==> src/rtl/arbitro_sumador_pkg.sv <==
// Shared widths, idx tag layout and small helpers for the arbiter/adder front end.
// Optional feature: SUMARB_ROUNDROBIN_EN selects round-robin instead of fixed priority.
package arbitro_sumador_pkg;

  localparam int unsigned NUM_REQ      = 4;
  localparam int unsigned DATA_W       = 4;
  localparam int unsigned ID_W         = 2;
  localparam int unsigned ADDER_LAT    = 2;
  localparam int unsigned BUS_W        = NUM_REQ * DATA_W;

  localparam int unsigned IDX_W        = 4;
  localparam int unsigned IDX_VLD_BIT  = 3;
  localparam int unsigned IDX_RSVD_BIT = 2;
  localparam int unsigned IDX_ID_LSB   = 0;

  localparam int unsigned CNT_W        = 8;
  localparam int unsigned OPS_MAX      = 255;

  // Tag sent to the adder: {valid, 0, id}
  function automatic logic [IDX_W-1:0] make_idx(input logic [ID_W-1:0] id);
    logic [IDX_W-1:0] t;
    t                         = '0;
    t[IDX_VLD_BIT]            = 1'b1;
    t[IDX_ID_LSB +: ID_W]     = id;
    return t;
  endfunction

  function automatic logic [DATA_W-1:0] get_slot(input logic [BUS_W-1:0] packed_ops,
                                                 input logic [ID_W-1:0]  id);
    return packed_ops[DATA_W*int'(id) +: DATA_W];
  endfunction

endpackage

==> src/rtl/arbitro_sumador_if.sv <==
// Requester, adder and response signals of arbitro_sumador.
// slave = the arbiter block, master = requesters plus the external adder.
interface arbitro_sumador_if;
  import arbitro_sumador_pkg::*;

  logic [NUM_REQ-1:0] req;
  logic [BUS_W-1:0]   req_dataA;
  logic [BUS_W-1:0]   req_dataB;
  logic [NUM_REQ-1:0] gnt;
  logic [IDX_W-1:0]   idx;
  logic [DATA_W-1:0]  dataA;
  logic [DATA_W-1:0]  dataB;
  logic [IDX_W-1:0]   idx_dd;
  logic [DATA_W-1:0]  sum30_dd;
  logic               rsp_valid;
  logic [ID_W-1:0]    rsp_id;
  logic [DATA_W-1:0]  rsp_sum;
  logic [CNT_W-1:0]   ops_done;

  modport slave (
    input  req, req_dataA, req_dataB, idx_dd, sum30_dd,
    output gnt, idx, dataA, dataB, rsp_valid, rsp_id, rsp_sum, ops_done
  );

  modport master (
    output req, req_dataA, req_dataB, idx_dd, sum30_dd,
    input  gnt, idx, dataA, dataB, rsp_valid, rsp_id, rsp_sum, ops_done
  );
endinterface

==> src/rtl/arbitro_sumador_rr_arbitro4.sv <==
// rr_arbitro4: picks one eligible requester per cycle, combinational one-hot grant.
// SUMARB_ROUNDROBIN_EN: rotate priority from last+1; otherwise fixed, requester 0 highest.
module rr_arbitro4
  import arbitro_sumador_pkg::*;
(
`ifdef SUMARB_ROUNDROBIN_EN
  input  logic               clk,
  input  logic               rst_n,
`endif
  input  logic [NUM_REQ-1:0] elig_i,
  output logic [NUM_REQ-1:0] gnt_c_o,
  output logic [ID_W-1:0]    gnt_id_c_o,
  output logic               gnt_vld_c_o
);

`ifdef SUMARB_ROUNDROBIN_EN
  logic [ID_W-1:0] last_q;
  logic [ID_W-1:0] last_d;
  logic [ID_W-1:0] cand_c;

  // Search starts just after the last winner, wrapping modulo NUM_REQ
  always_comb begin
    gnt_c_o     = '0;
    gnt_id_c_o  = '0;
    gnt_vld_c_o = 1'b0;
    cand_c      = '0;
    for (int unsigned k = 0; k < NUM_REQ; k++) begin
      cand_c = last_q + ID_W'(k + 1);
      if (!gnt_vld_c_o && elig_i[cand_c]) begin
        gnt_vld_c_o = 1'b1;
        gnt_id_c_o  = cand_c;
      end
    end
    gnt_c_o[gnt_id_c_o] = gnt_vld_c_o;
    last_d = gnt_vld_c_o ? gnt_id_c_o : last_q;
  end

  always_ff @(posedge clk or negedge rst_n) begin
    if (!rst_n) last_q <= ID_W'(NUM_REQ - 1);
    else        last_q <= last_d;
  end
`else
  // Scan high to low so the lowest eligible index wins
  always_comb begin
    gnt_c_o     = '0;
    gnt_id_c_o  = '0;
    gnt_vld_c_o = 1'b0;
    for (int k = NUM_REQ - 1; k >= 0; k--) begin
      if (elig_i[k]) begin
        gnt_vld_c_o = 1'b1;
        gnt_id_c_o  = ID_W'(k);
      end
    end
    gnt_c_o[gnt_id_c_o] = gnt_vld_c_o;
  end
`endif

endmodule

==> src/rtl/arbitro_sumador.sv <==
// Arbitrates four requesters onto an external 2-stage adder and routes results back.
// SUMARB_ROUNDROBIN_EN switches the arbiter from fixed priority to round-robin.
module arbitro_sumador
  import arbitro_sumador_pkg::*;
(
  input  logic                clk,
  input  logic                reset_L,
  arbitro_sumador_if.slave    bus
);

  logic [NUM_REQ-1:0] pending_q, pending_d;
  logic [IDX_W-1:0]   idx_q, idx_d;
  logic [DATA_W-1:0]  data_a_q, data_a_d;
  logic [DATA_W-1:0]  data_b_q, data_b_d;
  logic [CNT_W-1:0]   ops_q, ops_d;

  logic [NUM_REQ-1:0] elig_c;
  logic [NUM_REQ-1:0] arb_gnt_c;
  logic [ID_W-1:0]    arb_id_c;
  logic               arb_vld_c;
  logic [NUM_REQ-1:0] ret_mask_c;
  logic [ID_W-1:0]    ret_id_c;
  logic               rsp_valid_c;
  logic               unused_rsvd_c;

  assign elig_c = bus.req & ~pending_q;

  rr_arbitro4 u_arb (
`ifdef SUMARB_ROUNDROBIN_EN
    .clk         (clk),
    .rst_n       (reset_L),
`endif
    .elig_i      (elig_c),
    .gnt_c_o     (arb_gnt_c),
    .gnt_id_c_o  (arb_id_c),
    .gnt_vld_c_o (arb_vld_c)
  );

  // Returns for flushed (non-pending) ids are dropped here
  assign ret_id_c      = bus.idx_dd[IDX_ID_LSB +: ID_W];
  assign rsp_valid_c   = bus.idx_dd[IDX_VLD_BIT] & pending_q[ret_id_c];
  assign unused_rsvd_c = bus.idx_dd[IDX_RSVD_BIT];

  always_comb begin
    pending_d  = pending_q;
    idx_d      = '0;
    data_a_d   = data_a_q;
    data_b_d   = data_b_q;
    ops_d      = ops_q;
    ret_mask_c = '0;

    if (rsp_valid_c) ret_mask_c[ret_id_c] = 1'b1;
    pending_d = (pending_q & ~ret_mask_c) | arb_gnt_c;

    if (arb_vld_c) begin
      idx_d    = make_idx(arb_id_c);
      data_a_d = get_slot(bus.req_dataA, arb_id_c);
      data_b_d = get_slot(bus.req_dataB, arb_id_c);
    end

    if (rsp_valid_c && (ops_q != CNT_W'(OPS_MAX))) ops_d = ops_q + CNT_W'(1);
  end

  always_ff @(posedge clk or negedge reset_L) begin
    if (!reset_L) begin
      pending_q <= '0;
      idx_q     <= '0;
      data_a_q  <= '0;
      data_b_q  <= '0;
      ops_q     <= '0;
    end else begin
      pending_q <= pending_d;
      idx_q     <= idx_d;
      data_a_q  <= data_a_d;
      data_b_q  <= data_b_d;
      ops_q     <= ops_d;
    end
  end

  // Grant is forced low while reset is held
  assign bus.gnt       = reset_L ? arb_gnt_c : '0;
  assign bus.idx       = idx_q;
  assign bus.dataA     = data_a_q;
  assign bus.dataB     = data_b_q;
  assign bus.rsp_valid = rsp_valid_c;
  assign bus.rsp_id    = ret_id_c;
  assign bus.rsp_sum   = bus.sum30_dd;
  assign bus.ops_done  = ops_q;

endmodule

==> src/flat_wrapper.sv <==
// flat-port wrapper written by rule: the top's interface ports become plain ports
module arbitro_sumador_flat import arbitro_sumador_pkg::*;
  (clk, reset_L, bus_req, bus_req_dataA, bus_req_dataB, bus_idx_dd, bus_sum30_dd, bus_gnt, bus_idx, bus_dataA, bus_dataB, bus_rsp_valid, bus_rsp_id, bus_rsp_sum, bus_ops_done);
  arbitro_sumador_if bus_i ();
  input  logic clk;
  input  logic reset_L;
  input wire logic [$bits(bus_i.req)-1:0] bus_req;
  input wire logic [$bits(bus_i.req_dataA)-1:0] bus_req_dataA;
  input wire logic [$bits(bus_i.req_dataB)-1:0] bus_req_dataB;
  input wire logic [$bits(bus_i.idx_dd)-1:0] bus_idx_dd;
  input wire logic [$bits(bus_i.sum30_dd)-1:0] bus_sum30_dd;
  output wire logic [$bits(bus_i.gnt)-1:0] bus_gnt;
  output wire logic [$bits(bus_i.idx)-1:0] bus_idx;
  output wire logic [$bits(bus_i.dataA)-1:0] bus_dataA;
  output wire logic [$bits(bus_i.dataB)-1:0] bus_dataB;
  output wire logic [$bits(bus_i.rsp_valid)-1:0] bus_rsp_valid;
  output wire logic [$bits(bus_i.rsp_id)-1:0] bus_rsp_id;
  output wire logic [$bits(bus_i.rsp_sum)-1:0] bus_rsp_sum;
  output wire logic [$bits(bus_i.ops_done)-1:0] bus_ops_done;
  assign bus_i.req = bus_req;
  assign bus_i.req_dataA = bus_req_dataA;
  assign bus_i.req_dataB = bus_req_dataB;
  assign bus_i.idx_dd = bus_idx_dd;
  assign bus_i.sum30_dd = bus_sum30_dd;
  assign bus_gnt = bus_i.gnt;
  assign bus_idx = bus_i.idx;
  assign bus_dataA = bus_i.dataA;
  assign bus_dataB = bus_i.dataB;
  assign bus_rsp_valid = bus_i.rsp_valid;
  assign bus_rsp_id = bus_i.rsp_id;
  assign bus_rsp_sum = bus_i.rsp_sum;
  assign bus_ops_done = bus_i.ops_done;
  arbitro_sumador u_core (.clk(clk), .reset_L(reset_L), .bus(bus_i));
endmodule
==> config.mk <==
export PLATFORM = sky130hd
export DESIGN_NAME = arbitro_sumador_flat
export DESIGN_NICKNAME = d
export VERILOG_FILES = /design/src/rtl/arbitro_sumador_pkg.sv /design/src/rtl/arbitro_sumador_if.sv /design/src/rtl/arbitro_sumador_rr_arbitro4.sv /design/src/rtl/arbitro_sumador.sv /design/src/flat_wrapper.sv
export SDC_FILE = /design/constraint.sdc
export NUM_CORES = 1
export LEC_CHECK = 0
export ABC_CLOCK_PERIOD_IN_PS = 1800
export CORE_ASPECT_RATIO = 2
export CORE_UTILIZATION = 41
export CTS_BUF_LIST = sky130_fd_sc_hd__clkbuf_8
export CTS_CLUSTER_SIZE = 30
export DETAILED_ROUTE_END_ITERATION = 12
export GPL_ROUTABILITY_DRIVEN = 0
export MAX_ROUTING_LAYER = met4
export PLACE_DENSITY = 0.8
export SLEW_MARGIN = 15
export SYNTH_ARGS = -nofsm -noshare
export SYNTH_HDL_FRONTEND = slang
export SYNTH_SLANG_ARGS = --single-unit
==> constraint.sdc <==
create_clock -name clk -period 1.8 [get_ports clk]
set_input_delay 0.18 -clock clk [delete_from_list [all_inputs] [get_ports clk]]
set_output_delay 0.18 -clock clk [all_outputs]
set_load 0.05 [all_outputs]
==> impl_metrics.ini <==
[clocking]
cts_tree = yes
clock_latency_ns = 0.26
clock-sinks = 23
clockBufferDepth = 2
cts_buffers = 3
cts_setup_buffers = 0
hold_buffers = 0
post_cts_resized = 0
h-tree-depth = 1
clk_pin_slew_ns = 0.08
cts_root_buf = clkbuf_8

[yosys]
syn_area_per_cell_um2 = 9.038
syn_inst = 170
netlist.area_leader.share_pct = 37.46
yosysWarningCount = 0
syn_nets = 217
ys_ff_latch = 23
ys_types = 34
synth-edff-count = 0
ys_top_cells_by_area = dfrtp_1, a21boi_2, nand2_1, nor3_1, o32a_1
ys_seq_area_share_pct = 37.46
synthArstFlopShare_pct = 100.0
synth_top_area_cell = dfrtp_1
syn-cell-area_mm2 = 0.001536
synth_top_flop_cell = dfrtp_1

[sta]
fin_crit_ns = 1.711
whs_ns = 0.1410
setup_violations = 0
tightest_slew_ns = 0.5122
rsz0062_at_grt = false
finalSetupTns_ns = 0
hold_violations = 0
drv_slew = 0
finClkSkew_ns = 0.003241
clock.fmax_mhz = 584.3
final.period_utilization_pct = 95.08
setup_ws_ns = 0.08858
slew_headroom_pct = 65.74

[final_layout]
final_cells = 293
stdcell_area_mm2 = 0.002407
fin_nets = 292
fill_cells = 312
drive_gt1_share_pct = 19.26
diodes = 0
mostFrequentLayoutCell = clkdlybuf4s50_1
syn2layout_area_growth_pct = 56.68
final_cell_mix = clkdlybuf4s50_1, nand2_1, dfrtp_1
final_core_util_pct = 66.74

[detailed_routing]
drc = 0
first_pass_iters = 4
via_per_inst = 5.328
finalWirelength_um = 4243
initialDrtViolationCount = 31
wl_per_cell_um = 14.48
ant_nets = 0
vias = 1561

[worst_setup_path]
cp.arrival_ns = 1.53
crit_required_ns = 1.62
worst_setup_path_end_kind = output pin
reg2regPathDepth = 5
slowest_delay_ns = 0.83
crit_slowest_cell = clkdlybuf4s50_1
crit_chain = clkdlybuf4s50_1
critPathTopFamily = buffers and inverters
cp.depth = 1
cp_num_buf_inv = 1
crit_type = flop to output pin
crit_path_max_fanout = 6
critPathLaunchType = flop

[grt]
grt_max_degree = 19
antenna_found_initial = 0
grt.total_usage_pct = 23.80
grt-ovfl-total = 0
grt_pass1_vias = 1631
grt_pass1_wl_um = 6955

[pwr]
total_power_mw = 3.758
powerDensity_mw_per_mm2 = 1561
irDropWorstVdd_mv = 1.095
leakage_nw = 1.028

[min_path]
hp-class = input pin to async pin

[job]
maxCapViolations = 0

[run_status]
status = complete, no violations

[placement]
dp_slack_ns = -0.008550
placed_area_mm2 = 0.002361
portBuffers = 66
dpl.cell_count = 289
hpwl_um = 3266

[floorplan]
initial_core_util_pct = 42.59
dieHeight_um = 88.57
rows = 31
die-area_mm2 = 0.004011
core_mm2 = 0.003607
dieWidth_um = 45.29
pin_count = 77
layer usage:
layer  GRT usage [%]  share of wire, %
met5               -                 0
met4           9.642               1.8
met3           2.245               4.3
met2           42.56                56
met1           25.68                38
final cells by class:
type | instances | area [um2] | area share [%]
multi-input cells | 129 | 834.6 | 34.67
well taps | 49 | 61.31 | 2.547
flip-flops and latches | 23 | 575.6 | 23.91
clock buffers | 3 | 41.29 | 1.715
repair buffers | 87 | 885.9 | 36.80
clock inverters | 1 | 5.005 | 0.2079
inverters | 1 | 3.754 | 0.1559
state kept, by name (all words and copies together) (netlist names):
| register | cells |
|---|---|
| u_core.pending_q | 4 |
| u_core.bus.dataA | 4 |
| u_core.bus.idx | 3 |
| u_core.bus.ops_done | 8 |
| u_core.bus.dataB | 4 |
synthesized netlist by cell type, drive strengths merged (2+ instances only):
cell type   n
nand2      24
dfrtp      23
buf        16
nor3       16
nor2       11
a31oi      10
and3       10
a21boi      8
o32a        8
o21ai       7
nand2b      6
a21oi       4
nand3       3
nand4       3
nor2b       3
xnor2       3
mux2        2
mux2i       2
cells by family (layout without fill, tap and decap cells):
kind of cell    Yosys count  in the layout  synth area share [%]
fa+ha+maj                 1              1                0.8142
mux                       4              4                 3.013
simple gates             79             79                 25.49
buf+inv                  18             92                 8.224
flops                    23             23                 37.46
other cells               1              1                0.2441
xor+xnor                  4              4                 2.281
compound gates           40             40                 22.48
power breakdown:
group	internal [mW]	total [mW]	switching (mW)
Combinational	1.03	2.50	1.46
Clock	0.154	0.323	0.169
Sequential	0.747	0.938	0.191
Total	1.94	3.76	1.82
worst paths after layout:
check                                  startpoint                     end  slack (ns)
max                        u_core.bus.ops_done[2]         bus_ops_done[2]        0.09
min                                       reset_L  u_core.bus.ops_done[2]        0.14
max in group asynchronous                 reset_L  u_core.bus.ops_done[1]        1.13
min in group clk                  bus_sum30_dd[3]          bus_rsp_sum[3]        0.36
max reg2reg                   u_core.pending_q[1]     u_core.bus.dataA[1]        0.27
min reg2reg                u_core.bus.ops_done[7]  u_core.bus.ops_done[7]        0.53
(Power assumes the default switching activity.)
